===== src/rtl/sht40_measure_ctrl_if.sv =====
// Byte-operation channel between the SHT40 sequencer (master) and the I2C byte engine (slave).
interface sht40_measure_ctrl_if;
  logic       Op_Valid;
  logic [2:0] Op_Code;
  logic [7:0] Op_Data;
  logic       Op_Done;
  logic       Op_Nack;
  logic [7:0] Op_Rx_Data;

  modport master (output Op_Valid, Op_Code, Op_Data,
                  input  Op_Done, Op_Nack, Op_Rx_Data);
  modport slave  (input  Op_Valid, Op_Code, Op_Data,
                  output Op_Done, Op_Nack, Op_Rx_Data);
endinterface


===== src/rtl/sht40_measure_ctrl.sv =====
// SHT40 single-shot high-precision measurement sequencer driving an I2C byte engine.
// Define SHT40_CRC_CHECK_EN to verify the CRC-8 of both words before reporting Done.
module sht40_measure_ctrl #(
  parameter logic [6:0]  DEV_ADDR    = 7'h44,
  parameter logic [7:0]  MEAS_CMD    = 8'hFD,
  parameter int unsigned WAIT_CYCLES = 480000,
  parameter int unsigned RETRY_MAX   = 2
) (
  input  logic        clk,
  input  logic        rst_n,
  input  logic        Meas_Start,
  output logic        Busy,
  output logic        Done,
  output logic        Err,
  output logic [1:0]  Err_Code,
  output logic [15:0] Temp_Raw,
  output logic [15:0] Hum_Raw,
  sht40_measure_ctrl_if.master bus
);

  localparam int WW = (WAIT_CYCLES > 1) ? $clog2(WAIT_CYCLES) : 1;
  localparam int RW = ($clog2(RETRY_MAX + 1) > 0) ? $clog2(RETRY_MAX + 1) : 1;
  localparam logic [WW-1:0] WAIT_LAST = WW'(WAIT_CYCLES - 1);
  localparam logic [RW-1:0] RMAX      = RW'(RETRY_MAX);

  localparam logic [2:0] OP_START = 3'b000;
  localparam logic [2:0] OP_WRITE = 3'b001;
  localparam logic [2:0] OP_RDA   = 3'b010;
  localparam logic [2:0] OP_RDN   = 3'b011;
  localparam logic [2:0] OP_STOP  = 3'b100;

  typedef enum logic [3:0] {
    IDLE, W_START, W_ADDR, W_CMD, W_STOP, WAIT, R_START, R_ADDR,
    R_BYTE, R_STOP, CHECK, N_STOP
  } state_e;

  state_e        state_q, state_d;
  logic          op_valid_q, op_valid_d;
  logic [2:0]    op_code_q, op_code_d;
  logic [7:0]    op_data_q, op_data_d;
  logic          busy_q, busy_d, done_q, done_d, err_q, err_d;
  logic [1:0]    err_code_q, err_code_d;
  logic [15:0]   temp_q, temp_d, hum_q, hum_d;
  logic [RW-1:0] retry_q, retry_d;
  logic [WW-1:0] wait_q, wait_d;
  logic [2:0]    idx_q, idx_d;
  logic [47:0]   rxbuf_q, rxbuf_d;
  logic [1:0]    nack_code_q, nack_code_d;
  logic          nack_rd_q, nack_rd_d;
  logic          req_op, op_fire;
  logic [2:0]    req_code;
  logic [7:0]    req_data;
`ifdef SHT40_CRC_CHECK_EN
  logic [7:0]    crc_t_q, crc_t_d, crc_h_q, crc_h_d, crc_t_n, crc_h_n;
  logic [3:0]    crc_cnt_q, crc_cnt_d;
  logic [15:0]   t_w, h_w;

  // One MSB-first bit of CRC-8, poly 0x31.
  function automatic logic [7:0] crc_step(input logic [7:0] c, input logic b);
    crc_step = {c[6:0], 1'b0} ^ ((c[7] ^ b) ? 8'h31 : 8'h00);
  endfunction
`endif

  assign op_fire = op_valid_q && bus.Op_Done;

  always_comb begin
    state_d     = state_q;
    op_valid_d  = op_valid_q;
    op_code_d   = op_code_q;
    op_data_d   = op_data_q;
    busy_d      = busy_q;
    done_d      = 1'b0;
    err_d       = 1'b0;
    err_code_d  = err_code_q;
    temp_d      = temp_q;
    hum_d       = hum_q;
    retry_d     = retry_q;
    wait_d      = wait_q;
    idx_d       = idx_q;
    rxbuf_d     = rxbuf_q;
    nack_code_d = nack_code_q;
    nack_rd_d   = nack_rd_q;
`ifdef SHT40_CRC_CHECK_EN
    crc_t_d     = crc_t_q;
    crc_h_d     = crc_h_q;
    crc_cnt_d   = crc_cnt_q;
    t_w         = rxbuf_q[47:32];
    h_w         = rxbuf_q[23:8];
    crc_t_n     = crc_step(crc_t_q, t_w[~crc_cnt_q]);
    crc_h_n     = crc_step(crc_h_q, h_w[~crc_cnt_q]);
`endif

    req_op   = 1'b1;
    req_code = OP_START;
    req_data = 8'h00;
    case (state_q)
      W_START, R_START:        req_code = OP_START;
      W_ADDR: begin            req_code = OP_WRITE; req_data = {DEV_ADDR, 1'b0}; end
      W_CMD:  begin            req_code = OP_WRITE; req_data = MEAS_CMD; end
      R_ADDR: begin            req_code = OP_WRITE; req_data = {DEV_ADDR, 1'b1}; end
      R_BYTE:                  req_code = (idx_q == 3'd5) ? OP_RDN : OP_RDA;
      W_STOP, R_STOP, N_STOP:  req_code = OP_STOP;
      default:                 req_op   = 1'b0;
    endcase

    // A state's op is raised one cycle after entry, which yields the idle gap between ops.
    if (req_op && !op_valid_q) begin
      op_valid_d = 1'b1;
      op_code_d  = req_code;
      op_data_d  = req_data;
    end
    if (op_fire) op_valid_d = 1'b0;

    case (state_q)
      IDLE: if (Meas_Start && !done_q && !err_q) begin
        busy_d     = 1'b1;
        err_code_d = 2'b00;
        retry_d    = '0;
        state_d    = W_START;
      end
      W_START: if (op_fire) state_d = W_ADDR;
      W_ADDR: if (op_fire) begin
        if (bus.Op_Nack) begin
          nack_code_d = 2'b01; nack_rd_d = 1'b0; state_d = N_STOP;
        end else state_d = W_CMD;
      end
      W_CMD: if (op_fire) begin
        if (bus.Op_Nack) begin
          nack_code_d = 2'b10; nack_rd_d = 1'b0; state_d = N_STOP;
        end else state_d = W_STOP;
      end
      W_STOP: if (op_fire) begin
        wait_d  = '0;
        state_d = WAIT;
      end
      WAIT: begin
        if (wait_q == WAIT_LAST) state_d = R_START;
        else                     wait_d  = wait_q + WW'(1);
      end
      R_START: if (op_fire) state_d = R_ADDR;
      R_ADDR: if (op_fire) begin
        if (bus.Op_Nack) begin
          nack_code_d = 2'b01; nack_rd_d = 1'b1; state_d = N_STOP;
        end else begin
          idx_d   = 3'd0;
          state_d = R_BYTE;
        end
      end
      R_BYTE: if (op_fire) begin
        rxbuf_d = {rxbuf_q[39:0], bus.Op_Rx_Data};
        if (idx_q == 3'd5) state_d = R_STOP;
        else               idx_d   = idx_q + 3'd1;
      end
      R_STOP: if (op_fire) begin
        state_d = CHECK;
`ifdef SHT40_CRC_CHECK_EN
        crc_t_d   = 8'hFF;
        crc_h_d   = 8'hFF;
        crc_cnt_d = 4'd0;
`endif
      end
      CHECK: begin
`ifdef SHT40_CRC_CHECK_EN
        crc_t_d   = crc_t_n;
        crc_h_d   = crc_h_n;
        crc_cnt_d = crc_cnt_q + 4'd1;
        if (crc_cnt_q == 4'd15) begin
          busy_d  = 1'b0;
          state_d = IDLE;
          if (crc_t_n == rxbuf_q[31:24] && crc_h_n == rxbuf_q[7:0]) begin
            temp_d = rxbuf_q[47:32];
            hum_d  = rxbuf_q[23:8];
            done_d = 1'b1;
          end else begin
            err_d      = 1'b1;
            err_code_d = 2'b11;
          end
        end
`else
        temp_d  = rxbuf_q[47:32];
        hum_d   = rxbuf_q[23:8];
        done_d  = 1'b1;
        busy_d  = 1'b0;
        state_d = IDLE;
`endif
      end
      N_STOP: if (op_fire) begin
        if (retry_q < RMAX) begin
          retry_d = retry_q + RW'(1);
          // The sensor NACKs its read address while still converting, so only re-wait.
          if (nack_rd_q) begin
            wait_d  = '0;
            state_d = WAIT;
          end else state_d = W_START;
        end else begin
          err_d      = 1'b1;
          err_code_d = nack_code_q;
          busy_d     = 1'b0;
          state_d    = IDLE;
        end
      end
      default: state_d = IDLE;
    endcase
  end

  always_ff @(posedge clk) begin
    if (!rst_n) begin
      state_q     <= IDLE;
      op_valid_q  <= 1'b0;
      op_code_q   <= 3'b000;
      op_data_q   <= 8'h00;
      busy_q      <= 1'b0;
      done_q      <= 1'b0;
      err_q       <= 1'b0;
      err_code_q  <= 2'b00;
      temp_q      <= 16'h0000;
      hum_q       <= 16'h0000;
      retry_q     <= '0;
      wait_q      <= '0;
      idx_q       <= 3'd0;
      rxbuf_q     <= 48'h0;
      nack_code_q <= 2'b00;
      nack_rd_q   <= 1'b0;
`ifdef SHT40_CRC_CHECK_EN
      crc_t_q     <= 8'hFF;
      crc_h_q     <= 8'hFF;
      crc_cnt_q   <= 4'd0;
`endif
    end else begin
      state_q     <= state_d;
      op_valid_q  <= op_valid_d;
      op_code_q   <= op_code_d;
      op_data_q   <= op_data_d;
      busy_q      <= busy_d;
      done_q      <= done_d;
      err_q       <= err_d;
      err_code_q  <= err_code_d;
      temp_q      <= temp_d;
      hum_q       <= hum_d;
      retry_q     <= retry_d;
      wait_q      <= wait_d;
      idx_q       <= idx_d;
      rxbuf_q     <= rxbuf_d;
      nack_code_q <= nack_code_d;
      nack_rd_q   <= nack_rd_d;
`ifdef SHT40_CRC_CHECK_EN
      crc_t_q     <= crc_t_d;
      crc_h_q     <= crc_h_d;
      crc_cnt_q   <= crc_cnt_d;
`endif
    end
  end

  assign Busy         = busy_q;
  assign Done         = done_q;
  assign Err          = err_q;
  assign Err_Code     = err_code_q;
  assign Temp_Raw     = temp_q;
  assign Hum_Raw      = hum_q;
  assign bus.Op_Valid = op_valid_q;
  assign bus.Op_Code  = op_code_q;
  assign bus.Op_Data  = op_data_q;

endmodule


===== src/flat_wrapper.sv =====
// flat-port wrapper written by rule: the top's interface ports become plain ports
module sht40_measure_ctrl_flat 
#(
  parameter logic [6:0]  DEV_ADDR    = 7'h44,
  parameter logic [7:0]  MEAS_CMD    = 8'hFD,
  parameter int unsigned WAIT_CYCLES = 480000,
  parameter int unsigned RETRY_MAX   = 2
)
  (clk, rst_n, Meas_Start, Busy, Done, Err, Err_Code, Temp_Raw, Hum_Raw, bus_Op_Valid, bus_Op_Code, bus_Op_Data, bus_Op_Done, bus_Op_Nack, bus_Op_Rx_Data);
  sht40_measure_ctrl_if bus_i ();
  input  logic clk;
  input  logic rst_n;
  input  logic Meas_Start;
  output logic Busy;
  output logic Done;
  output logic Err;
  output logic [1:0] Err_Code;
  output logic [15:0] Temp_Raw;
  output logic [15:0] Hum_Raw;
  output wire logic [$bits(bus_i.Op_Valid)-1:0] bus_Op_Valid;
  output wire logic [$bits(bus_i.Op_Code)-1:0] bus_Op_Code;
  output wire logic [$bits(bus_i.Op_Data)-1:0] bus_Op_Data;
  input wire logic [$bits(bus_i.Op_Done)-1:0] bus_Op_Done;
  input wire logic [$bits(bus_i.Op_Nack)-1:0] bus_Op_Nack;
  input wire logic [$bits(bus_i.Op_Rx_Data)-1:0] bus_Op_Rx_Data;
  assign bus_Op_Valid = bus_i.Op_Valid;
  assign bus_Op_Code = bus_i.Op_Code;
  assign bus_Op_Data = bus_i.Op_Data;
  assign bus_i.Op_Done = bus_Op_Done;
  assign bus_i.Op_Nack = bus_Op_Nack;
  assign bus_i.Op_Rx_Data = bus_Op_Rx_Data;
  sht40_measure_ctrl #(.DEV_ADDR(DEV_ADDR), .MEAS_CMD(MEAS_CMD), .WAIT_CYCLES(WAIT_CYCLES), .RETRY_MAX(RETRY_MAX)) u_core (.clk(clk), .rst_n(rst_n), .Meas_Start(Meas_Start), .Busy(Busy), .Done(Done), .Err(Err), .Err_Code(Err_Code), .Temp_Raw(Temp_Raw), .Hum_Raw(Hum_Raw), .bus(bus_i));
endmodule

===== config.mk =====
export PLATFORM = sky130hd
export DESIGN_NAME = sht40_measure_ctrl_flat
export DESIGN_NICKNAME = d
export VERILOG_FILES = /design/src/rtl/sht40_measure_ctrl_if.sv /design/src/rtl/sht40_measure_ctrl.sv /design/src/flat_wrapper.sv
export SDC_FILE = /design/constraint.sdc
export NUM_CORES = 1
export LEC_CHECK = 0
export ABC_AREA = 1
export BUFFER_PORTS_ARGS = -buffer_cell sky130_fd_sc_hd__buf_2
export CORE_UTILIZATION = 62
export CTS_CLUSTER_DIAMETER = 100
export DETAILED_ROUTE_END_ITERATION = 8
export PLACE_DENSITY_LB_ADDON = 0.2
export SETUP_SLACK_MARGIN = 0.2
export SLEW_MARGIN = 20
export SYNTH_ARGS = -nofsm -noshare
export SYNTH_HDL_FRONTEND = slang
export SYNTH_SLANG_ARGS = --single-unit

===== constraint.sdc =====
create_clock -name clk -period 2.77 [get_ports clk]
set_clock_uncertainty 0.05 [all_clocks]
set_input_delay 0.277 -clock clk [delete_from_list [all_inputs] [get_ports clk]]
set_output_delay 0.277 -clock clk [all_outputs]
set_load 0.1 [all_outputs]

Word level (Yosys, flattened, before mapping) --
Cells that the tools add are included. Widths: inputs -> output; s select.
Cells by class: shift operators 0, $add $sub $neg 3, multipliers 0, mux-type cells 56, divide/modulo/power cells 0, bitwise operators 1, equality and inequality tests 37, reduce and logical (&&, ||, !) cells 30, magnitude comparators 1
Operators with widths (number):
- $mux 19 | 5
- $pmux 19 s3 | 1
- $mux 4 | 14
- $pmux 4 s11 | 1
- $ne 2x1->1 const B | 18
- $pmux 8 s3 | 1
- $mux 2 | 10
- $add 19x1->19 const B | 1
- $eq 19x19->1 const B | 1
- $mux 3 | 6
- $eq 4x3->1 const B | 4
- $eq 4x4->1 const B | 4
- $reduce_and 5->1 | 3
- $ne 2x2->1 const B | 6
- $pmux 2 s2 | 3
- $reduce_and 12->1 | 1
- $reduce_and 4->1 | 3
- $mux 1 | 11
- $pmux 3 s3 | 1
- $reduce_or 9->1 | 1
- $eq 4x2->1 const B | 2
- $reduce_bool 2->1 | 4
- $pmux 3 s2 | 1
- $reduce_and 6->1 | 1
- 16 further kinds | 25
Word-level totals: logic and storage cells 144, register bits after elaboration 128, latch bits 0, output and inout port bits 49, bits of input ports 13, memory bits (writable) 0, memory bits (read-only) 0, memories 0

Depth between registers and ports, before layout --
word-level depth 5, depth in mapped cells 12

Least setup slack after synthesis --
No wires, ideal clock.
kind register to register, from register u_core.op_valid_q (netlist: u_core.bus.Op_Valid), to register u_core.rxbuf_q[30], data required time 2.650 ns, library setup time 0.070 ns, buffers on the path 2, arrival 2.221 ns, period minus slack after synthesis 2.341 ns, cell stages (with the launch flop) 7, path slack 0.429 ns, cell sequence dfxtp_1 > nand2_1 > inv_1 > clkbuf_1 > clkbuf_1 > nand3_1 > a21oi_1
Between the ends: word-level cells in the longest chain between the ends 2
RTL lines:
- from (decl) | line sht40_measure_ctrl.sv:38 | logic op_valid_q, op_valid_d;
- from (signal assigned) | line sht40_measure_ctrl.sv:231 | op_valid_q <= op_valid_d;
- $logic_and 1x1->1 | line sht40_measure_ctrl.sv:64 | assign op_fire = op_valid_q && bus.Op_Done;
- $reduce_and 2->1 (no source line)
- to (signal assigned) | line sht40_measure_ctrl.sv:243 | rxbuf_q <= rxbuf_d;
- to (decl) | line sht40_measure_ctrl.sv:47 | logic [47:0] rxbuf_q, rxbuf_d;
No other way between the ends. A chain may end at the register's enable or synchronous reset.

Final worst setup path --
from register u_core.state_q[3], to register u_core.rxbuf_q[37]
Between the ends: word-level cells in the longest chain between the ends 2
RTL lines:
- from (decl) | line sht40_measure_ctrl.sv:37 | state_e state_q, state_d;
- from (signal assigned) | line sht40_measure_ctrl.sv:230 | state_q <= state_d;
- $eq 4x4->1 | line sht40_measure_ctrl.sv:114 | case (state_q)
- $reduce_and 2->1 (no source line)
No other way between the ends.

==> results.md <==
Run status:
- The flow ran to the end, and the final reports show no timing, DRC or antenna violations.

Setup path:
- The family with the most delay on the worst path is buffers and inverters.
- The critical path in this run is classified as reg -> reg.
- The library cell contributing the largest single delay on the critical path is sky130_fd_sc_hd__dfxtp_1.
- The worst setup path is captured at a register.
- The count of buffer and inverter cells on the critical path is 3.
- The data arrival at the endpoint of the critical path is 2.60 ns.
- Traced cell by cell, the critical path runs through inv_2 > nor2_2 > nand2_1 > inv_1 > nand2_1 > buf_4 > o21ai_0 > a21oi_1.
- The worst register-to-register path begins at u_core.state_q[3].
- The setup check on the worst reg-to-reg path leaves a slack of slightly above 0.5 ns.
- The dominant cell type by count on the critical path is sky130_fd_sc_hd__nand2_1.
- The longest individual stage delay on the worst path is 0.48 ns.
- The top fanout value on the critical path is 60.
- Measured in cells, the most critical reg-to-reg path has a length of 8.
- The worst setup path is launched from a register.
- In this run the critical register-to-register path is captured at u_core.rxbuf_q[37].
- For the worst setup path, the data required time is approximately 3.1 ns.

Floorplan:
- The die covers approximately 9100 sq um.
- The effective utilization at floorplan is 0.650.
- The floorplan step defined a core boundary enclosing a little over 8000 sq um.
- The total number of placement rows is 33.
- The top-level port count is 62.
- The horizontal die dimension is ~95 microns.
- The die is about 95 microns tall.

Clocking:
- The number of setup buffers added after CTS is 0.
- The TritonCTS clock tree is built.
- Clock-pin slew was measured on the worst setup and hold paths at 0.06 ns.
- The CTS buffer count is 17.
- Counting every sink on the clock net gives between 100 and 150.
- For the worst-skew pair, the clock arrives at the later sink with an insertion delay of roughly 0.51 ns.
- Gates resized during post-CTS repair numbered 0.
- The maximum root-to-sink buffer count is 2.
- The root buffer cell chosen for the clock tree is sky130_fd_sc_hd__clkbuf_8.
- In this run, post-CTS hold repair placed 8 buffers.
- CTS built an H-tree with a depth of 4.

Min path:
- For hold timing, the worst endpoint is u_core.nack_rd_q.
- The path type of the worst min-delay path is in -> reg.
- The worst hold path was traced through 5 stages.
- In this run the most critical hold path is launched from bus_Op_Nack.

Synthesis:
- The synthesized net count is about 760.
- The summed instance area of the synthesized netlist is 5390 sq um.
- The cell type contributing the most total cell area after synthesis is sky130_fd_sc_hd__dfxtp_1.
- The distinct cell type count of the synthesized netlist is 38.
- The share of synthesized area in the top cell type comes to 0.457.
- The number of warning messages in the yosys log is 0.
- Synthesis handed over a netlist of 740 instances.
- By area the synthesized netlist is led by sky130_fd_sc_hd__dfxtp_1, sky130_fd_sc_hd__nand2_1, sky130_fd_sc_hd__a21oi_1, sky130_fd_sc_hd__nand3_1, sky130_fd_sc_hd__nor2_1.
- For this run, the register share of the synthesized area comes to 0.457.
- After synthesis the netlist holds a flip-flop and latch count of 123.
- The mean instance size in the synthesized netlist is ~7.3 sq um.

Route:
- For this run, design rule violations remaining after detail routing come to 0.
- The routed design has 13,100 microns of wire.
- The first TritonRoute pass finished after 7 iterations.
- The post-detailed-route via-to-cell ratio is roughly 5.6.
- The routed layout has 5,066 vias.
- The average wire per cell in the routed design is around 14 microns.
- The detailed router finished its first iteration with between 200 and 250 violations.
- The post-route antenna net violation count is 0.

Placed design:
- In this run the tool buffered the top-level ports with 60 buffer cells.
- The half-perimeter wire length of the detailed placement result is about 8300 microns.
- The placement-stage worst setup slack is 0.525 ns.
- Routability-driven placement finished with a final weighted congestion of between 0.9 and 1.

Global route:
- Entering global routing, the biggest net connects 61 pins.
- After global routing the overflow that remains totals 0.
- The number of global-route vias before repair is 4,744.
- For this run, the total global-route usage over all layers was measured as 0.301.
- The first global-routing pass estimated roughly 21,000 microns of wire.
- The initial antenna violation count is 0.

Power:
- The worst-case IR drop observed on VDD is around 650 uV.
- The cell internal power dissipation is approximately 3.4 mW.
- Of the total power, the share spent switching nets is 0.403.
- The clock network power share is 0.368.
- In this run the power spent charging and discharging nets is 2.31 mW.
- The share of power burned in registers is 0.348.
- The relative contribution of combinational cells to total power is 0.284.
- The static leakage power is around 2.6 nW.
- The power density over cell area is roughly 910 nW/um^2.

Final layout:
- After filler insertion, the fill cell instance count of the layout stands at 621.
- The number of antenna cells inserted is 0.
- The share of final-layout standard cells stronger than drive strength 1 is 0.179.
- Once layout is complete, the utilization of the core stands at 0.762.
- The count of nets after finishing is between 800 and 900.
- The area of the multi-input gates is around 2500 sq um.
- The register cell area after layout is 2460 sq um.
- The most common cell after layout, fill and taps aside is sky130_fd_sc_hd__nand2_1.
- Relative to the synthesized area, the layout overhead comes to 17.3%.
- In the layout the commonest cells are sky130_fd_sc_hd__nand2_1, sky130_fd_sc_hd__dfxtp_1, sky130_fd_sc_hd__nor2_1.

STA:
- The final hold violation count is 0.
- After layout, the worst setup slack is 0.505 ns.
- Setup repair after global routing left no endpoint under its margin.
- The actual transition at the worst max-transition pin is approximately 0.64 ns.
- The setup TNS is 0 ns.
- Hold timing on the final database bottoms out at a slack of 0.175 ns.
- The setup violation total in the final timing report is 0.
- Timing would allow up to around 0.44 GHz.
- The post-route clock period utilization is 0.818.
- The count of pins over their slew limit is 0.
- Measured against its own limit, the worst slew margin works out to 0.572.
- After layout, the minimum clock period comes to 2.27 ns.

Job:
- The number of max-cap violations is 0.
[kinds of logic after synthesis]
logic type                 count (synthesis)  synth area share
and+or+nand+nor                          345             0.287
AOI/OAI and AO/OA                        162             0.162
DFF                                      123             0.457
buffers and inverters                    103            0.0824
xor gates and xnor gates                   3           0.00487
adders and majority gates                  3           0.00696
other                                      1          0.000695
[worst max path at each step]
stage / depth (start not counted) / from / end / slack, ns
after floorplan: 6 / u_core.bus.Op_Valid / u_core.rxbuf_q[30] / 0.43
after global placement: 9 / u_core.state_q[3] / u_core.state_q[1] / 0.54
after detailed placement: 8 / u_core.state_q[3] / u_core.rxbuf_q[37] / 0.52
after CTS: 8 / u_core.state_q[3] / u_core.rxbuf_q[37] / 0.52
after global routing: 10 / u_core.state_q[3] / u_core.state_q[0] / 0.26
final: 8 / u_core.state_q[3] / u_core.rxbuf_q[37] / 0.50
[registers in the layout, indices dropped and copies added (netlist names), 2 cells and up]
signal / count
u_core.Err_Code: 2
u_core.nack_code_q: 2
u_core.rxbuf_q: 48
u_core.Temp_Raw: 16
u_core.retry_q: 2
u_core.idx_q: 3
u_core.wait_q: 19
u_core.bus.Op_Data: 3
u_core.bus.Op_Code: 3
u_core.Hum_Raw: 16
u_core.state_q: 4
[final cells by class]
cell class / instances / share of cell area
repair buffers: 74 / 0.0693
flip-flops and latches: 123 / 0.389
clock buffers: 18 / 0.0661
inverters: 62 / 0.0378
clock inverters: 14 / 0.0235
well taps: 105 / 0.0208
multi-input cells: 514 / 0.393
[metal layers]
layer	wire length, microns	global-route usage	part of all wire	up-vias
met5	0	0	0	-
met4	337	0.146	0.026	0
met3	648	0.0654	0.049	37
met2	6660	0.532	0.51	172
met1	5490	0.341	0.42	2324
li1	-	-	-	2533
[tightest hold or removal path, cell delays in order]
cell                      delay [ns]
sky130_fd_sc_hd__buf_2          0.11
sky130_fd_sc_hd__inv_1          0.09
sky130_fd_sc_hd__nor2_1         0.08
sky130_fd_sc_hd__nand2_1        0.07
sky130_fd_sc_hd__a21oi_1        0.06
[through the flow]
stage               area [sq um]  std cells  total power [mW]
finish                      6320        910              5.74
floorplan                   5390        740              3.40
global placement            5680        870              3.64
global route                6320        910              5.99
CTS                         6320        910              5.75
detailed placement          5680        870              3.64
[cell usage after synthesis (all sizes together)]
master,n
ha,3
o211ai,1
inv,60
a211oi,1
xor2,2
clkbuf,23
a21oi,93
xnor2,1
conb,1
nor3,12
o22ai,1
nand2,153
a22oi,1
a21o,1
nand4,9
or2,2
clkinv,2
dfxtp,123
nand3,70
a31o,1
o21ai,60
o21bai,2
a31oi,1
nor2,99
buf,18
[power by group through the flow]
stage / Clock, mW / Combinational, mW / Sequential (mW)
final: 2.11 / 1.63 / 2.00
after global routing: 2.20 / 1.78 / 2.01
after CTS: 2.13 / 1.63 / 2.00
after detailed placement: 0 / 1.61 / 2.03
after global placement: 0 / 1.61 / 2.03
after floorplan: 0 / 0.809 / 2.59
No activity file was read; power rests on OpenSTA's default activity.
